## config.mk

```make
export PLATFORM = sky130hd
export DESIGN_NAME = demux4_buf_flat
export DESIGN_NICKNAME = d
export VERILOG_FILES = /design/src/rtl/demux4_buf_if.sv /design/src/rtl/demux4_buf.sv /design/src/flat_wrapper.sv
export SDC_FILE = /design/constraint.sdc
export NUM_CORES = 1
export LEC_CHECK = 0
export CORE_AREA = 2 2 39 41
export DETAILED_ROUTE_END_ITERATION = 16
export DIE_AREA = 0 0 41 43
export DONT_BUFFER_PORTS = 1
export GPL_ROUTABILITY_DRIVEN = 1
export GPL_TIMING_DRIVEN = 0
export HOLD_SLACK_MARGIN = 0.05
export SETUP_SLACK_MARGIN = 0.4
export SYNTH_ARGS = -nofsm -noshare
export SYNTH_HDL_FRONTEND = slang
export SYNTH_SLANG_ARGS = --single-unit
export TNS_END_PERCENT = 10
```

## constraint.sdc

```tcl
create_clock -name clk -period 1.05 [get_ports clk]
set_input_delay 0.1575 -clock clk [delete_from_list [all_inputs] [get_ports clk]]
set_output_delay 0.1575 -clock clk [all_outputs]
set_load 0.01 [all_outputs]
```

## src/rtl/demux4_buf_if.sv

```systemverilog
// Bundle of the demux4_buf streams: one tagged input stream and four
// destination streams, each with val/rdy handshaking.
interface demux4_buf_if #(
    parameter int p_nbits = 1
);
    logic               in_val;
    logic               in_rdy;
    logic [1:0]         in_sel;
    logic [p_nbits-1:0] in_msg;

    logic               out0_val;
    logic               out0_rdy;
    logic [p_nbits-1:0] out0_msg;
    logic               out1_val;
    logic               out1_rdy;
    logic [p_nbits-1:0] out1_msg;
    logic               out2_val;
    logic               out2_rdy;
    logic [p_nbits-1:0] out2_msg;
    logic               out3_val;
    logic               out3_rdy;
    logic [p_nbits-1:0] out3_msg;

    // Producer and consumers side (drives the input stream, accepts outputs)
    modport master (
        output in_val, in_sel, in_msg,
        input  in_rdy,
        input  out0_val, out0_msg, out1_val, out1_msg,
        input  out2_val, out2_msg, out3_val, out3_msg,
        output out0_rdy, out1_rdy, out2_rdy, out3_rdy
    );

    // Demultiplexer side
    modport slave (
        input  in_val, in_sel, in_msg,
        output in_rdy,
        output out0_val, out0_msg, out1_val, out1_msg,
        output out2_val, out2_msg, out3_val, out3_msg,
        input  out0_rdy, out1_rdy, out2_rdy, out3_rdy
    );
endinterface

```

## src/rtl/demux4_buf.sv

```systemverilog
// Registered 1-to-4 stream demultiplexer. Each destination owns a one-entry
// buffer so a stalled consumer only blocks traffic addressed to it.
// in_rdy is a combinational function of in_sel and the selected out_rdy.
module demux4_buf #(
    parameter int p_nbits = 1
) (
    input  logic          clk,
    input  logic          rst,
    demux4_buf_if.slave   bus
);

    logic [3:0]              full_q;
    logic [3:0]              full_d;
    logic [3:0][p_nbits-1:0] data_q;
    logic [3:0][p_nbits-1:0] data_d;

    logic [3:0]              out_rdy;
    logic                    in_rdy;
    logic                    in_xfer;
    logic [3:0]              out_xfer;

    // Gather per-destination ready, decide acceptance and next buffer state
    always_comb begin
        out_rdy  = {bus.out3_rdy, bus.out2_rdy, bus.out1_rdy, bus.out0_rdy};
        in_rdy   = !rst && (!full_q[bus.in_sel] || out_rdy[bus.in_sel]);
        in_xfer  = bus.in_val && in_rdy;
        out_xfer = full_q & out_rdy;

        full_d = full_q & ~out_xfer;
        data_d = data_q;
        if (in_xfer) begin
            full_d[bus.in_sel] = 1'b1;
            data_d[bus.in_sel] = bus.in_msg;
        end
    end

    // Buffer registers; reset drops every held message and zeroes the data
    always_ff @(posedge clk) begin
        if (rst) begin
            full_q <= '0;
            data_q <= '0;
        end else begin
            full_q <= full_d;
            data_q <= data_d;
        end
    end

    assign bus.in_rdy   = in_rdy;
    assign bus.out0_val = full_q[0];
    assign bus.out1_val = full_q[1];
    assign bus.out2_val = full_q[2];
    assign bus.out3_val = full_q[3];
    assign bus.out0_msg = data_q[0];
    assign bus.out1_msg = data_q[1];
    assign bus.out2_msg = data_q[2];
    assign bus.out3_msg = data_q[3];

endmodule

```

## src/flat_wrapper.sv

```systemverilog
// flat-port wrapper written by rule: the top's interface ports become plain ports
module demux4_buf_flat 
#(
    parameter int p_nbits = 1
)
  (clk, rst, bus_in_val, bus_in_sel, bus_in_msg, bus_in_rdy, bus_out0_val, bus_out0_msg, bus_out1_val, bus_out1_msg, bus_out2_val, bus_out2_msg, bus_out3_val, bus_out3_msg, bus_out0_rdy, bus_out1_rdy, bus_out2_rdy, bus_out3_rdy);
  demux4_buf_if #(.p_nbits(p_nbits)) bus_i ();
  input  logic clk;
  input  logic rst;
  input wire logic [$bits(bus_i.in_val)-1:0] bus_in_val;
  input wire logic [$bits(bus_i.in_sel)-1:0] bus_in_sel;
  input wire logic [$bits(bus_i.in_msg)-1:0] bus_in_msg;
  output wire logic [$bits(bus_i.in_rdy)-1:0] bus_in_rdy;
  output wire logic [$bits(bus_i.out0_val)-1:0] bus_out0_val;
  output wire logic [$bits(bus_i.out0_msg)-1:0] bus_out0_msg;
  output wire logic [$bits(bus_i.out1_val)-1:0] bus_out1_val;
  output wire logic [$bits(bus_i.out1_msg)-1:0] bus_out1_msg;
  output wire logic [$bits(bus_i.out2_val)-1:0] bus_out2_val;
  output wire logic [$bits(bus_i.out2_msg)-1:0] bus_out2_msg;
  output wire logic [$bits(bus_i.out3_val)-1:0] bus_out3_val;
  output wire logic [$bits(bus_i.out3_msg)-1:0] bus_out3_msg;
  input wire logic [$bits(bus_i.out0_rdy)-1:0] bus_out0_rdy;
  input wire logic [$bits(bus_i.out1_rdy)-1:0] bus_out1_rdy;
  input wire logic [$bits(bus_i.out2_rdy)-1:0] bus_out2_rdy;
  input wire logic [$bits(bus_i.out3_rdy)-1:0] bus_out3_rdy;
  assign bus_i.in_val = bus_in_val;
  assign bus_i.in_sel = bus_in_sel;
  assign bus_i.in_msg = bus_in_msg;
  assign bus_in_rdy = bus_i.in_rdy;
  assign bus_out0_val = bus_i.out0_val;
  assign bus_out0_msg = bus_i.out0_msg;
  assign bus_out1_val = bus_i.out1_val;
  assign bus_out1_msg = bus_i.out1_msg;
  assign bus_out2_val = bus_i.out2_val;
  assign bus_out2_msg = bus_i.out2_msg;
  assign bus_out3_val = bus_i.out3_val;
  assign bus_out3_msg = bus_i.out3_msg;
  assign bus_i.out0_rdy = bus_out0_rdy;
  assign bus_i.out1_rdy = bus_out1_rdy;
  assign bus_i.out2_rdy = bus_out2_rdy;
  assign bus_i.out3_rdy = bus_out3_rdy;
  demux4_buf #(.p_nbits(p_nbits)) u_core (.clk(clk), .rst(rst), .bus(bus_i));
endmodule
```

==> results.txt <==
- Clock skew after layout: around 0.00014 ns
- Post-synthesis instance total: 37
- Areal power density over the cells: roughly 1300 nW/µm²
* Number of buffers between clock root and the deepest sink: 2
- The die is about 40 µm wide.
- Total congestion overflow: 0
* Starting Density: 27.6%
- Synth Warn #: 0
* Wire per inst: about 13 µm
* DRC errors left: 0
- The number of max-slew violations in the final report came to 0.
- Buffers and inverters on the worst path: 0
- Max IR drop VDD: 0.484 mV
- The via count of the first global-routing pass was 245.
- STA puts the critical path data required time at 0.89 ns.
- IO Pins: 19
- The first detailed-routing pass took 2 iterations.
* Post-cts hold buffer count: 0
- Max stage delay cell, worst path: mux4_2
- The biggest area contributor in the post-synthesis netlist is dfxtp_1.
- Cell-by-cell listing of the critical path: nand2b_4 -> mux4_2 -> nor2b_4
* Setup TNS after final layout: -0.407 ns
- Clock-pin slew was measured on the worst setup and hold paths at 0.06 ns.
* Number of CTS-inserted buffers: 3
- Synthesis inferred 8 register bits.
* Pin count of the biggest net entering global routing: 11
* Vias after detailed routing: between 200 and 300
* Synth top area cells: dfxtp_1 42%, nand2b_1 13%, mux2i_1 7.9%
- The worst setup path is launched from a register.
- Critical path fanouts, max: 2
- Count of maximum capacitance violations: 0
- Input and output buffers added on the ports amount to 0.
- Initial antenna violation count: 0
- Detailed placement ended at an HPWL of 527 µm.
- The tree is rooted in a clkbuf_4.
- The final reports fail on negative setup slack.
- For this run, the register share of the synthesized area comes to 42.0%.
- Core Area: ~1400 µm²
* Path class of the lowest-slack min-delay path: primary input to register
- The worst setup path is of the register to primary output kind.
- Die height: 43 µm
- Post-Place Cells: 53
* Capturing element type of the critical path: primary output
* Post-route total power: 650 µW
* Clock sink count: 8
- Reg2Reg Setup Slack: 0.14 ns
- Number of nets at the end of the flow: 53
* Portion of synthesized cell area occupied by the leading cell type: 42.0%
- In this run the static leakage power is 0.000211 µW.
- Routability-driven placement finished with a final weighted congestion of roughly 0.58.
- Vias per inst: 4.72
- Setup repair after global routing could not meet its margin everywhere.
* Result of the run: complete, but fails checks
- Part of the cycle the worst path needs: 139%
- The total count of hold-check failures in the final report came to 0.
- Clock insertion delay at the later pin of the skew report: 0.26 ns
- Final cell count without fillers: 58
- In the final layout, the share of cells above drive strength 1 is 54.8%.
- The number of antenna diodes in the final layout is 0.
- Starting DRT DRC Count: 4
- TritonCTS built the clock tree.
- Post-synth design cell area: 382 µm²
- In the post-route analysis, the smallest setup slack over all paths is -0.407 ns.
- Final setup violation count: 1
- Net count after synthesis: 47
* Slew at the pin closest to its max-slew limit: between 0.2 and 0.25 ns
* Number of rows in the core area: 14
- Worst EP arrival: 1.30 ns
- Seq. cell area: between 150 and 200 µm²
- Max Fclk: 0.686 GHz
- In the global route stage, overall resource usage came out at 9.16%.
- Final critical-path required period: 1.46 ns
- The die covers 1760 µm².
- The area growth from synthesis to layout is 33.1%.
- Antenna violation net count after detailed routing: 0
* Total wire length after detailed routing: 752 µm
* Critical path's largest stage delay: 0.46 ns
- Wire length of the first global-routing pass: 1.06 mm
- The multi-input combinational cells in the finished layout cover a total of 267 µm².
- Dividing the synthesized area by the synthesized cell count gives 10.3 µm².
- Hold Slack: a little under 0.08 ns
* Netlist cell types: 15
- Count of H-tree levels built during CTS: 1
- Critical path's top delay family: multiplexers
- Filler Cells Inserted: 140
- Tightest slew margin relative to the limit: 85.6%
- Most used cells in the layout excluding fill and tap cells: 5 x nand2b_4, 5 x dfxtp_4, 4 x nand2b_1
==> routing by layer <==
layer	GRT usage [%]	wire length, µm
met5	0	0
met1	11.4	300
met4	8.00	20
met3	2.09	55
met2	12.5	374
==> worst reg2reg max path: cells and delay by family (launching register included) <==
family | cells | cell delay (ns)
simple gates | 2 | 0.19
buf+inv | 1 | 0.11
flops | 1 | 0.36
mux | 1 | 0.17
==> cells by family after synthesis <==
kind of cell           after synthesis  share of synthesized area, %
AND/OR/NAND/NOR                     18                          34.8
buffers and inverters                1                         0.983
flip-flops                           8                          42.0
AO/OA/AOI/OAI                        6                          8.52
multiplexers                         4                          13.8
==> area by class of cell <==
| cell class | instances | area share (%) |
|---|---|---|
| Tap cell | 16 | 3.94 |
| Multi-Input combinational cell | 28 | 52.5 |
| Timing Repair Buffer | 1 | 1.48 |
| Clock buffer | 4 | 5.17 |
| Sequential cell | 8 | 36.0 |
| Buffer | 1 | 0.985 |
==> timing repair <==
action / in CTS / in global routing
pin swaps: 1 / 3
resized for setup: 7 / 13
buffers inserted: 0 / 1
endpoints found under the setup margin: 14 / 17
==> power by group <==
group	switching [µW]	total (µW)	internal, µW
Combinational	24.3	62.0	37.7
Sequential	14.9	323	308
Clock	119	265	146
==> worst paths after layout <==
check,start,endpoint,cells past startpoint
worst min-delay path,bus_out0_rdy,u_core.full_q[0],2
worst max-delay path,u_core.full_q[3],bus_in_rdy,3
worst max register to register,u_core.full_q[3],u_core.bus.out3_msg,4
worst min register to register,u_core.bus.out1_msg,u_core.bus.out1_msg,2
==> synthesized netlist by cell type <==
library cell and count:
mux4_2 1, or2b_1 1, a21oi_1 4, o21ai_0 1
nand2b_1 8, nand2b_4 1, clkbuf_1 1, o31ai_1 1
nor2b_4 1, dfxtp_1 8, nor2b_1 3, or3b_1 1
nand3b_1 2, nand3_1 1, mux2i_1 3
==> state kept, by name (all words and copies together), names as in the netlist <==
| register | cells |
|---|---|
| u_core.full_q | 4 |
| u_core.bus.out0_msg | 1 |
| u_core.bus.out1_msg | 1 |
| u_core.bus.out2_msg | 1 |
| u_core.bus.out3_msg | 1 |
==> metrics by stage <==
step                      instance area (µm²)  worst slack (ns)  util (%)
after detailed placement                  409            -0.158      29.6
final                                     508            -0.407      36.7
after global routing                      508            -0.443      36.7
after CTS                                 445            -0.432      32.2
after floorplan                           389           -0.0992         -
after global placement                    409            -0.145      29.6
Power figures use the tool's default switching activity.
==> edit 1, RTL diff (config.mk and constraints unchanged) <==
Reset style: asynchronous (`rst`), changed in one clocked block.
--- a/src/rtl/demux4_buf.sv
+++ b/src/rtl/demux4_buf.sv
@@ -37,3 +37,3 @@
     // Buffer registers; reset drops every held message and zeroes the data
-    always_ff @(posedge clk) begin
+    always_ff @(posedge clk or posedge rst) begin
         if (rst) begin
Behaviour: differs if rst is asserted again (counterexample within 4 cycles, from zero or initial values and one cycle with rst high); with rst held inactive, the same outputs for 10 cycles.
==> edit 1 against the original RTL <==
The run still ends with negative setup slack left. Worst setup slack improved by 0.051 ns. Sequential cell count unchanged. Worst hold slack got worse by 0.031 ns. Core utilization decreased by 0.45 points. Design area decreased by 1.2%. Wire length increased by 15%. First-iteration DRC count decreased by 25%. Power increased by 13%. Synthesized area increased by 11%. Critical path type unchanged. Critical endpoint unchanged.
==> edit 1: results (changes against the original RTL) <==
- Htree depth: 1 (unchanged)
- Skew-Pair Late Insertion Delay: 0.25 ns
- Setup TNS: -0.712 ns (was -0.407 ns)
- R2R cell count: 3 (was 4)
- CP Max Fanout: 3 (was 2)
- Mapped Nets: 49 (was 47)
- Family with the most delay on the worst path: simple AND/OR/NAND/NOR gates (was multiplexers)
- Leak: 0.208 nW (was 0.211 nW)
- Reg-to-reg endpoint: u_core.bus.out2_msg (was u_core.bus.out3_msg)
- Initial antenna violation count: 0 (unchanged)
- Peak VDD IR: 0.472 mV (was 0.484 mV)
- Most frequent cells after synthesis: dfrtp_1, nand2b_1, mux2_2, o21ai_0 (was dfxtp_1, nand2b_1, a21oi_1, mux2i_1, nor2b_1)
- Clk_skew: 0.0000989 ns (was 0.000142 ns)
- Drt first pass iters: 3 (was 2)
- Post-synth ARST share: 100% (was 0%)
- Largest net degree at the start of global routing: 11 (unchanged)
- First-pass GRT wire length: 1.24 mm (was 1.06 mm)
- Drt total wl: 868 um (was 752 um)
- Area share of fa/ha/maj cells after synthesis: 0% (unchanged)
- Yosys Warn Count: 0 (unchanged)
- GRT Overall Usage: 11.7% (was 9.16%)
- Final setup fails: 4 (was 1)
- Diode count: 0 (unchanged)
- Worst min-delay path class: in2reg (unchanged)
- Hold EP: u_core.bus.out0_msg (was u_core.full_q[0])
- Crit path DAT: 1.25 ns (was 1.30 ns)
- Layout Nets: 56 (was 53)
- Area contributors post-synth: dfrtp_1, mux2_2, nand2b_1 (was dfxtp_1, nand2b_1, mux2i_1)
- Compound-Gate Fraction of Synth Area: 7.08% (was 8.52%)
- Mux cell area share after synthesis: 11.5% (was 13.8%)
- Crit path largest cell delay: 0.40 ns (was 0.46 ns)
- Failing checks: negative setup slack (unchanged)
- Worst Setup SP: u_core.full_q[1] (was u_core.full_q[3])
- Post-Synth XOR/XNOR Area: 0% (unchanged)
- Starting DRT DRC Count: 3 (was 4)
- Critical hold path startpoint: bus_in_msg (was bus_out0_rdy)
- Pre-CTS WS: -0.267 ns (was -0.158 ns)
- HPWL after detailed placement: 656 um (was 527 um)
- Vias/cell: 5.27 (was 4.72)
- Netlist cell types: 21 (was 15)
- Sequential element share of the synthesized area: 47.2% (was 42.0%)
- Slew HR: 76.8% (was 85.6%)
- Vias in the first global route: 305 (was 245)
- CP max-delay cell: dfrtp_1 (was mux4_2)
- Setup slack after layout: -0.356 ns (was -0.407 ns)
- Share of cells above drive strength 1: 34.1% (was 54.8%)
- Hold Crit Depth: 1 (was 2)
- GP Congestion: 0.592 (was 0.582)
- # hold bufs at CTS: 1 (was 0)
- Worst r2r src: u_core.full_q[2] (was u_core.full_q[3])
- FF-to-FF setup slack: -0.28 ns (was 0.14 ns)
- Placed Area: 444 um^2 (was 409 um^2)
- Status: complete, but fails checks (unchanged)
- Max reg flops: 4 (unchanged)
edit 1: cell count changes in the layout (fill, tap and decap cells not counted), moves of 2 or more:
cell      change
a21oi_1       -3
dfrtp_1       +8
dfxtp_2       -3
dfxtp_4       -5
mux2_2        +3
mux2i_1       -3
nand2_1       +2
nand2b_4      -4
nor2_1        +2
nor2b_4       -3
o21ai_0       +3
edit 1: logic make-up after synthesis:
logic type,count (synthesis)
AO/OA/AOI/OAI,5
buffers and inverters,3
flip-flops,8
multiplexers,4
AND/OR/NAND/NOR,19
edit 1: metrics by stage:
| stage | hold slack, ns | std cells |
|---|---|---|
| after floorplan | -0.0268 | 39 |
| after global placement | 0.0126 | 55 |
| after detailed placement | 0.0162 | 55 |
| after CTS | 0.0432 | 60 |
| after global routing | 0.0485 | 60 |
| final | 0.0484 | 60 |
edit 1: how the worst max path moves through the flow:
stage / to / slack, ns / cells after the start
floorplan: u_core.bus.out2_msg / -0.22 / 3
global placement: u_core.bus.out2_msg / -0.27 / 3
detailed placement: u_core.bus.out2_msg / -0.27 / 3
CTS: bus_in_rdy / -0.37 / 3
global route: bus_in_rdy / -0.45 / 3
finish: bus_in_rdy / -0.36 / 3
edit 1: layout make-up:
class                   count  area, um^2  share of cell area (%)
repair buffers              2        17.5                    3.49
clock buffers               3        22.5                    4.49
flip-flops and latches      8         200                    39.9
multi-input cells          28         219                    43.6
plain buffers               2        18.8                    3.74
well taps                  16        20.0                    3.99
inverters                   1        3.75                   0.748
edit 1: repair_timing:
item	4_1_cts	5_1_grt
hold endpoints to repair	12	2
pin swaps	3	1
setup endpoints to repair	17	17
buffers inserted	1	0
gates resized for setup	3	1
edit 1: metal layers:
| metal | wire [um] | global-route usage [%] | vias to the layer above |
|---|---|---|---|
| met5 | 0 | 0 | - |
| met4 | 45 | 14.0 | 0 |
| met3 | 85 | 5.76 | 4 |
| met2 | 398 | 16.3 | 16 |
| met1 | 339 | 10.6 | 149 |
| li1 | - | - | 147 |
edit 1: power breakdown:
group	total, W	internal (W)	switching, W
Clock	0.000233	0.000131	0.000102
Sequential	0.000401	0.000352	0.0000491
Combinational	0.000104	0.0000611	0.0000428
Total	0.000737	0.000543	0.000194
==> edit 2, RTL diff (same flow settings) <==
Made on the original files. `data_q` no longer has a reset.
--- a/src/rtl/demux4_buf.sv
+++ b/src/rtl/demux4_buf.sv
@@ -40,7 +40,9 @@
             full_q <= '0;
-            data_q <= '0;
         end else begin
             full_q <= full_d;
-            data_q <= data_d;
         end
+    end
+
+    always_ff @(posedge clk) begin
+        data_q <= data_d;
     end
Check against the original RTL: differs if rst is asserted again (counterexample within 4 cycles, from zero or initial values and one cycle with rst high); with rst held inactive, the same outputs for 10 cycles.
==> edit 2 against the original RTL <==
Design area decreased by 5.4%. Highest routed layer unchanged. Synthesized area decreased by 3.6%. Power increased by 1.4%. Register-to-register slack got worse by 0.06 ns. The run ends with negative hold slack, negative setup slack left. Sequential cell count unchanged. Worst setup slack improved by 0.077 ns. Critical path type unchanged. Wire length increased by 5.2%. Synthesized cell count increased by 2.7%. Critical endpoint unchanged. Largest cell class is now flip-flops and latches.
==> edit 2: results (changes against the original RTL) <==
- Status: complete, but fails checks (unchanged)
- Area contributors post-synth: edfxtp_1, dfxtp_1, nand2b_1 (was dfxtp_1, nand2b_1, mux2i_1)
- Vias in the first global route: 279 (was 245)
- # hold bufs at CTS: 1 (was 0)
- Pre-CTS WS: -0.0740 ns (was -0.158 ns)
- Placed Area: 395 um^2 (was 409 um^2)
- R2R cell count: 2 (was 4)
- Peak VDD IR: 0.646 mV (was 0.484 mV)
- FF-to-FF setup slack: 0.08 ns (was 0.14 ns)
- Setup slack after layout: -0.330 ns (was -0.407 ns)
- HPWL after detailed placement: 529 um (was 527 um)
- PortBufs: 0 (unchanged)
- Failing checks: negative hold slack, negative setup slack (was negative setup slack)
- Sequential element share of the synthesized area: 54.4% (was 42.0%)
- WHS: -0.00592 ns (was 0.0792 ns)
- Fin. Hold Viols: 4 (was 0)
- Drt first pass iters: 4 (was 2)
- Final setup fails: 1 (unchanged)
- Setup TNS: -0.330 ns (was -0.407 ns)
- Layout Nets: 54 (was 53)
- Fillers: 151 (was 140)
- Starting DRT DRC Count: 5 (was 4)
- Skew-Pair Late Insertion Delay: 0.26 ns (about the same)
- CP Max Fanout: 3 (was 2)
- Drt total wl: 791 um (was 752 um)
- Netlist cell types: 18 (was 15)
- Ys flop type: edfxtp_1 (was dfxtp_1)
- Critical hold path startpoint: bus_in_msg (was bus_out0_rdy)
- GP Congestion: 0.758 (was 0.582)
- Crit path DAT: 1.22 ns (was 1.30 ns)
- Worst-Margin Slew: 0.359 ns (was 0.216 ns)
- Worst Setup SP: u_core.full_q[1] (was u_core.full_q[3])
- Share of cells above drive strength 1: 39.5% (was 54.8%)
- EDFF count, synth: 4 (was 0)
- Leak: 0.173 nW (was 0.211 nW)
-- edit 2: kinds of logic after synthesis --
kind of cell / share of synthesized area (%)
AND/OR/NAND/NOR: 33.7
flip-flops: 54.4
AO/OA/AOI/OAI: 7.82
buffers and inverters: 4.08
-- edit 2: worst min-delay path by stage --
stage	cells after the start	slack, ns	end
CTS	0	-0.008	u_core.bus.out3_msg
global route	0	-0.03	u_core.bus.out1_msg
finish	0	-0.006	u_core.bus.out0_msg
global placement	1	0.23	u_core.full_q[1]
detailed placement	1	0.23	u_core.full_q[1]
floorplan	1	0.22	u_core.full_q[1]
-- edit 2: per-layer routing --
| layer | up-vias | share of wire [%] | wire length, um | global-route usage [%] |
|---|---|---|---|---|
| met3 | 2 | 14 | 113 | 11.5 |
| met4 | 0 | 1.3 | 10 | 4.00 |
| met5 | - | 0 | 0 | 0 |
| met1 | 130 | 41 | 328 | 11.3 |
| li1 | 141 | - | - | - |
| met2 | 20 | 43 | 338 | 12.8 |
-- edit 2: layout make-up --
type                            count  share of cell area [%]
Buffer                              1                    2.34
Timing Repair Buffer                1                    2.60
Sequential cell                     8                    43.8
Inverter                            1                   0.781
Tap cell                           16                    4.17
Clock buffer                        4                    5.47
Multi-Input combinational cell     28                    40.9
-- edit 2: worst max-delay path, cell delays in order (launching register included) --
cell,delay (ns)
dfxtp_2,0.35
or3b_4,0.38
a21boi_2,0.14
nor4_2,0.08
-- edit 2: power by group --
group	switching, W	total, W	internal [W]
registers	0.0000101	0.000345	0.000335
logic	0.0000255	0.0000557	0.0000302
clock network	0.000113	0.000259	0.000146
-- edit 2: through the flow --
stage,util (%),cells,power (W)
after floorplan,-,38,0.000388
after global placement,28.6,54,0.000393
after detailed placement,28.6,54,0.000394
after CTS,33.0,59,0.000660
after global routing,34.7,59,0.000693
final,34.7,59,0.000659
-- edit 2: what timing repair did --
item | CTS | global route
resized for setup | 8 | 6
endpoints found under the hold margin | 8 | 7
pin swaps | 5 | 5
setup endpoints to repair | 17 | 17
